--- src/rtl/pipe_stage_reg_n_pkg.sv ---
// Shared types and helpers for the N-lane pipeline stage register.
// Holds the stage state encoding, the precise-kill lane mask rule and
// the lane slicing helper used when packing per-lane payloads.
package pipe_pkg;

   // Upper bound on issue width handled by the kill-mask helper.
   localparam int unsigned MAX_LANES = 32;

   // Occupancy of the stage: nothing held, head only, head plus skid.
   typedef enum logic [1:0] {
      EMPTY = 2'd0,
      ONE   = 2'd1,
      TWO   = 2'd2
   } stage_state_e;

   // A lane survives only if it is valid and neither it nor any older lane
   // was killed; a kill therefore squashes the killed lane and everything
   // younger than it.
   function automatic logic [MAX_LANES-1:0] first_kill_mask(
      input logic [MAX_LANES-1:0] valid,
      input logic [MAX_LANES-1:0] kill
   );
      logic                 killed;
      logic [MAX_LANES-1:0] mask;
      killed = 1'b0;
      mask   = '0;
      for (int i = 0; i < MAX_LANES; i++) begin
         killed  = killed | kill[i];
         mask[i] = valid[i] & ~killed;
      end
      return mask;
   endfunction

   // Bit offset of a lane inside a flat lane-packed payload bus.
   function automatic int unsigned lane_lsb(
      input int unsigned lane,
      input int unsigned dw
   );
      return lane * dw;
   endfunction

endpackage

--- src/rtl/pipe_stage_reg_n_slot.sv ---
// One bundle-wide storage register (payload, lane valids and sideband).
// Latency: one cycle from load to q.
// Backpressure: none; the owner decides when to load or clear.
module pipe_bundle_slot #(
   parameter int W = 8
) (
   input  logic         clk,
   input  logic         rst,
   input  logic         load,
   input  logic         clear,
   input  logic [W-1:0] d,
   output logic [W-1:0] q
);

   logic [W-1:0] data_q;

   // Clear wins over load so a flush or drain never leaves stale bits behind.
   always_ff @(posedge clk or posedge rst) begin
      if (rst) begin
         data_q <= '0;
      end else if (clear) begin
         data_q <= '0;
      end else if (load) begin
         data_q <= d;
      end
   end

   assign q = data_q;

endmodule

--- src/rtl/pipe_stage_reg_n.sv ---
// N-lane issue-bundle stage register with a one-bundle skid and registered in_ready.
// Latency: one cycle from accepted bundle to out_valid; one bundle per cycle sustained.
// Backpressure: out_ready low holds the head; second bundle goes to skid, then in_ready drops.
module pipe_stage_reg_n
   import pipe_pkg::*;
#(
   parameter int LANES = 2,
   parameter int DW    = 128,
   parameter int DBG_W = 97,
   parameter int CNT_W = 16
) (
   input  logic                  clk,
   input  logic                  rst,
   input  logic                  flush,
   input  logic [LANES-1:0]      in_valid,
   input  logic [LANES-1:0]      in_kill,
   input  logic [LANES*DW-1:0]   in_payload,
   input  logic [DBG_W-1:0]      in_dbg,
   output logic                  in_ready,
   output logic [LANES-1:0]      out_valid,
   output logic [LANES*DW-1:0]   out_payload,
   output logic [DBG_W-1:0]      out_dbg,
   input  logic                  out_ready,
   output logic [CNT_W-1:0]      stall_cnt
);

   localparam int PW = LANES * DW;
   localparam int SW = PW + LANES + DBG_W;
   localparam logic [CNT_W-1:0] CNT_MAX = '1;

   // Slot layout, LSB first: payload, lane valids, sideband.
   logic [SW-1:0]    cap_bundle;
   logic [SW-1:0]    main_q;
   logic [SW-1:0]    skid_q;
   logic [SW-1:0]    main_d;

   logic [LANES-1:0] eff_valid;
   logic [PW-1:0]    cap_payload;

   stage_state_e     state_q;
   stage_state_e     state_d;
   logic             in_ready_q;
   logic [CNT_W-1:0] stall_cnt_q;

   logic             in_any;
   logic             in_fire;
   logic             cap_fire;
   logic             out_any;
   logic             out_fire;

   logic             main_load;
   logic             main_clear;
   logic             skid_load;
   logic             skid_clear;

   // Precise kill: drop the first killed lane and every younger lane.
   assign eff_valid = LANES'(first_kill_mask(MAX_LANES'(in_valid), MAX_LANES'(in_kill)));

   // Dropped lanes are stored as zero so invalid lanes never leak payload downstream.
   for (genvar i = 0; i < LANES; i++) begin : g_lane_mask
      assign cap_payload[lane_lsb(i, DW) +: DW] =
         eff_valid[i] ? in_payload[lane_lsb(i, DW) +: DW] : '0;
   end

   assign cap_bundle = {in_dbg, eff_valid, cap_payload};

   // Handshake terms; a fully killed bundle is accepted but not stored.
   assign in_any   = |in_valid;
   assign in_fire  = in_any & in_ready_q;
   assign cap_fire = in_fire & (|eff_valid);
   assign out_any  = |out_valid;
   assign out_fire = out_any & out_ready;

   // Next-state and storage control; flush overrides everything but rst.
   always_comb begin
      state_d    = state_q;
      main_d     = cap_bundle;
      main_load  = 1'b0;
      main_clear = 1'b0;
      skid_load  = 1'b0;
      skid_clear = 1'b0;
      if (flush) begin
         state_d    = EMPTY;
         main_clear = 1'b1;
         skid_clear = 1'b1;
      end else begin
         unique case (state_q)
            EMPTY: begin
               if (cap_fire) begin
                  main_load = 1'b1;
                  state_d   = ONE;
               end
            end
            ONE: begin
               if (cap_fire && out_fire) begin
                  main_load = 1'b1;
               end else if (cap_fire) begin
                  skid_load = 1'b1;
                  state_d   = TWO;
               end else if (out_fire) begin
                  main_clear = 1'b1;
                  state_d    = EMPTY;
               end
            end
            TWO: begin
               // in_ready is low here, so only draining the head can move us.
               if (out_fire) begin
                  main_d     = skid_q;
                  main_load  = 1'b1;
                  skid_clear = 1'b1;
                  state_d    = ONE;
               end
            end
            default: begin
               state_d    = EMPTY;
               main_clear = 1'b1;
               skid_clear = 1'b1;
            end
         endcase
      end
   end

   // State, registered in_ready and saturating stall counter (flush-immune).
   always_ff @(posedge clk or posedge rst) begin
      if (rst) begin
         state_q     <= EMPTY;
         in_ready_q  <= 1'b1;
         stall_cnt_q <= '0;
      end else begin
         state_q    <= state_d;
         in_ready_q <= (state_d != TWO);
         if (out_any && !out_ready && (stall_cnt_q != CNT_MAX)) begin
            stall_cnt_q <= stall_cnt_q + 1'b1;
         end
      end
   end

   pipe_bundle_slot #(
      .W (SW)
   ) u_main (
      .clk   (clk),
      .rst   (rst),
      .load  (main_load),
      .clear (main_clear),
      .d     (main_d),
      .q     (main_q)
   );

   pipe_bundle_slot #(
      .W (SW)
   ) u_skid (
      .clk   (clk),
      .rst   (rst),
      .load  (skid_load),
      .clear (skid_clear),
      .d     (cap_bundle),
      .q     (skid_q)
   );

   // Outputs come straight from the head register; the skid is never visible.
   assign out_payload = main_q[PW-1:0];
   assign out_valid   = main_q[PW +: LANES];
   assign out_dbg     = main_q[PW+LANES +: DBG_W];
   assign in_ready    = in_ready_q;
   assign stall_cnt   = stall_cnt_q;

endmodule

--- config.mk ---
export PLATFORM = sky130hd
export DESIGN_NAME = pipe_stage_reg_n
export DESIGN_NICKNAME = d
export VERILOG_FILES = /design/src/rtl/pipe_stage_reg_n_pkg.sv /design/src/rtl/pipe_stage_reg_n_slot.sv /design/src/rtl/pipe_stage_reg_n.sv
export SDC_FILE = /design/constraint.sdc
export NUM_CORES = 2
export LEC_CHECK = 0
export BUFFER_PORTS_ARGS = -buffer_cell sky130_fd_sc_hd__buf_2
export CAP_MARGIN = 20
export CORE_AREA = 2 2 286 288
export DETAILED_ROUTE_END_ITERATION = 8
export DIE_AREA = 0 0 288 290
export PLACE_DENSITY_LB_ADDON = 0.3
export SYNTH_ARGS = -nofsm -noshare
export SYNTH_HDL_FRONTEND = slang
export SYNTH_SLANG_ARGS = --single-unit
--- constraint.sdc ---
create_clock -name clk -period 22.3 [get_ports clk]
set_input_delay 1.115 -clock clk [delete_from_list [all_inputs] [get_ports clk]]
set_output_delay 1.115 -clock clk [all_outputs]
set_load 0.005 [all_outputs]
==> out/qor.txt <==
VDD IR max: 0.0000615 V
Initial Util: 38.5%
R2R depth: 5
net count of the mapped netlist: 2974
final worst-path cycle share: 16.3%
DRC Markers: 0
# setup viols final: 0
Layout Skew: 0.0259 ns
CTS buffer count: 83
#FFs+latches synth: 729
drt total wl: 99800 um
Worst R2R Start: u_main.q[256]$_DFFE_PP0P_
CTS H-tree depth: 3
Data arrival, critical path: 4.23 ns
Worst-Skew Late Latency: 0.63 ns
Critical Path Sink: u_skid.q[272]$_DFFE_PP0P_
met3 WL post-DR: 6500 um
area of the die: 0.0835 mm2
fraction of layout cells with a size suffix above 1: 28.4%
Filler Cells Inserted: 7495
initial antenna violation count: 50
sequential-to-total area share from yosys stat: 59.1%
PnR worst setup slack: 18.67 ns
leakage: 19.3 nW
Hold Path Class: flip-flop to flip-flop
global-route wire length before repair: 152000 um
Via density: 5.71
Iter 0 DRT Violations: 1840
adder-cell share of the synthesized area: 0.0406%
worst slew pin tran: 1.35 ns
max-cap viol count: 0
largest cells by area after synthesis: dfrtp_1 (59%), o2bb2ai_1 (10%), a32o_1 (8.3%)
CORE AREA: 0.0802 mm2
Synth Area in Compound Gates: 24.5%
Distinct cells, synth: 42
number of I/O port buffers: 732
final hold vios: 0
WS Path Type: input port to async pin
CTS tree: built
total number of vias: 24794
Post-synth ARST share: 100%
DP HPWL: 59900 um
Post-synth EDFFs: 0
Worst R2R End: u_main.q[299]$_DFFE_PP0P_
fin nets: 3546
routed wl met2: 48000 um
TritonRoute pass-1 iters: 5
dpl ws: 17.85 ns
synthesized area: 0.0308 mm2
Area Growth Syn to Fin: 23.5%
Global Route Usage Sum: 23.1%
RSZ-0062 raised after global routing: no
gr ovfl total: 0
CP Launch Point: rst
Yosys top cell by area: dfrtp_1
clock sink count: 729
WL met1: 40600 um
Setup Total Neg Slack: 0 ns
Seq. cell area: 0.0182 mm2
post-route ant nets: 0
r2r setup slk: 19.01 ns
Worst EP required: 22.90 ns
CTS Hold Bufs: 0
CP endpoint kind: async pin
CTS Root Cell: clkbuf_16
Slew Viols, Final: 0
Multi-input gate area: 0.0114 mm2
CP Launch Type: input port
clock buffer depth: 3
Synth Warn #: 0
Max Fanout on Critical Path: 147
status: completed
vias in the first global route: 24431
largest net degree at the start of global routing: 188
power per cell area: 81.2 mW/mm2
Simple-Gate Fraction of Synth Area: 8.54%
Die Ht: 290 um
# rows: 104
Avg Inst Size Synth: 11.8 um2
wire per inst: 23.0 um
share of the synthesized area in the top cell type: 59.1%
post-CTS setup buffers: 0
Top FF cell, synth: dfrtp_1
Ports: 733
Final min period: 3.63 ns
largest family of logic cells by synthesized area: compound AO/OA/AOI/OAI gates
top routing layer used: met5
Fmax: 276 MHz
Post-Synth XOR/XNOR Area: 0.454%
slew margin rel.: 10.3%
routability cong.: 0.810
multiplexer share of the synthesized area: 3.25%
Gates resized, CTS repair: 0
Mapped Cells: 2612
DIE WIDTH: 288 um
Clock transition at path regs: 0.06 ns
## how the worst min path moves through the flow
stage	end	slack [ns]	cells past startpoint	from
6_report	u_main.q[108]$_DFFE_PP0P_	0.48	1	u_main.q[108]$_DFFE_PP0P_
5_1_grt	u_main.q[288]$_DFFE_PP0P_	0.49	1	u_main.q[288]$_DFFE_PP0P_
4_1_cts	u_main.q[39]$_DFFE_PP0P_	0.48	1	u_main.q[39]$_DFFE_PP0P_
3_5_place_dp	u_main.q[2]$_DFFE_PP0P_	0.47	1	u_main.q[2]$_DFFE_PP0P_
3_3_place_gp	u_main.q[108]$_DFFE_PP0P_	0.46	1	u_main.q[108]$_DFFE_PP0P_
2_1_floorplan	u_skid.q[0]$_DFFE_PP0P_	0.47	1	u_skid.q[0]$_DFFE_PP0P_
## worst max-delay path, cell delays in order
cell,delay [ns]
buf_2,0.13
inv_8,0.51
buf_12,0.59
buf_4,0.73
buf_4,0.87
## kinds of logic (layout without fill, tap and decap cells)
group           Yosys count  after routing
buf+inv                 289            926
xor+xnor                 16             16
simple gates            499            499
mux                     100            100
other cells               0             35
compound gates          978            978
flops                   729            729
fa+ha+maj                 1              1
## flip-flops by register name, summed over array words and instances (netlist names)
signal,cells
state_q,2
in_ready,1
u_main.q,355
stall_cnt,16
u_skid.q,355
## synthesized netlist by cell type, drive strengths merged, types with 2 or more instances
cell type,number
clkbuf,120
buf,165
nor2b,4
dfrtp,728
nand2,205
mux2i,99
xnor2,14
and3,259
a22o,2
o2bb2ai,355
and2,2
nand4,5
nand3,5
or3,2
and4,2
o21ai,4
inv,4
xor2,2
a32o,256
nor2,11
a21oi,355
## cells in the final DEF (no fill, tap or decap), types with 6 or more instances in the layout
cell type / count
o2bb2ai_1: 355
diode_2: 35
nand2_1: 203
buf_4: 30
and3_1: 259
nor2_1: 6
dfrtp_1: 728
a32o_1: 256
clkbuf_16: 83
bufinv_16: 11
inv_6: 6
mux2i_1: 99
clkbuf_1: 17
xnor2_1: 14
a21oi_1: 355
clkbuf_8: 17
clkinv_2: 9
buf_2: 732
## through the flow
step	area, um2	util, %	power, mW	hold slack [ns]	std cells
floorplan	30800	-	1.54	0.466	2612
global placement	35000	43.6	1.66	0.465	4154
detailed placement	35000	43.7	1.66	0.468	4155
CTS	37900	47.3	3.13	0.484	4305
global route	38100	47.5	3.21	0.491	4340
finish	38100	47.5	3.10	0.479	4344
## metal layers
layer / global-route usage, % / vias up
li1: - / 11158
met1: 29.9 / 12626
met2: 36.2 / 756
met3: 5.73 / 224
met4: 11.3 / 30
met5: 0 / -
## report_power, final
part	total [mW]	leakage, nW	internal, mW	switching (mW)
Combinational	0.262	7.71	0.0854	0.177
Clock	1.46	1.43	0.878	0.578
Sequential	1.38	10.1	1.36	0.0211
Total	3.10	19.3	2.32	0.776
## cell type report
type                    count  share of cell area [%]
diodes                     35                   0.230
clock buffers             117                    6.23
clock inverters            33                    1.40
inverters                   4                  0.0591
multi-input cells        1594                    29.9
flip-flops and latches    729                    47.9
well taps                1060                    3.48
repair buffers            772                    10.8
No activity file was read; power rests on OpenSTA's default activity.
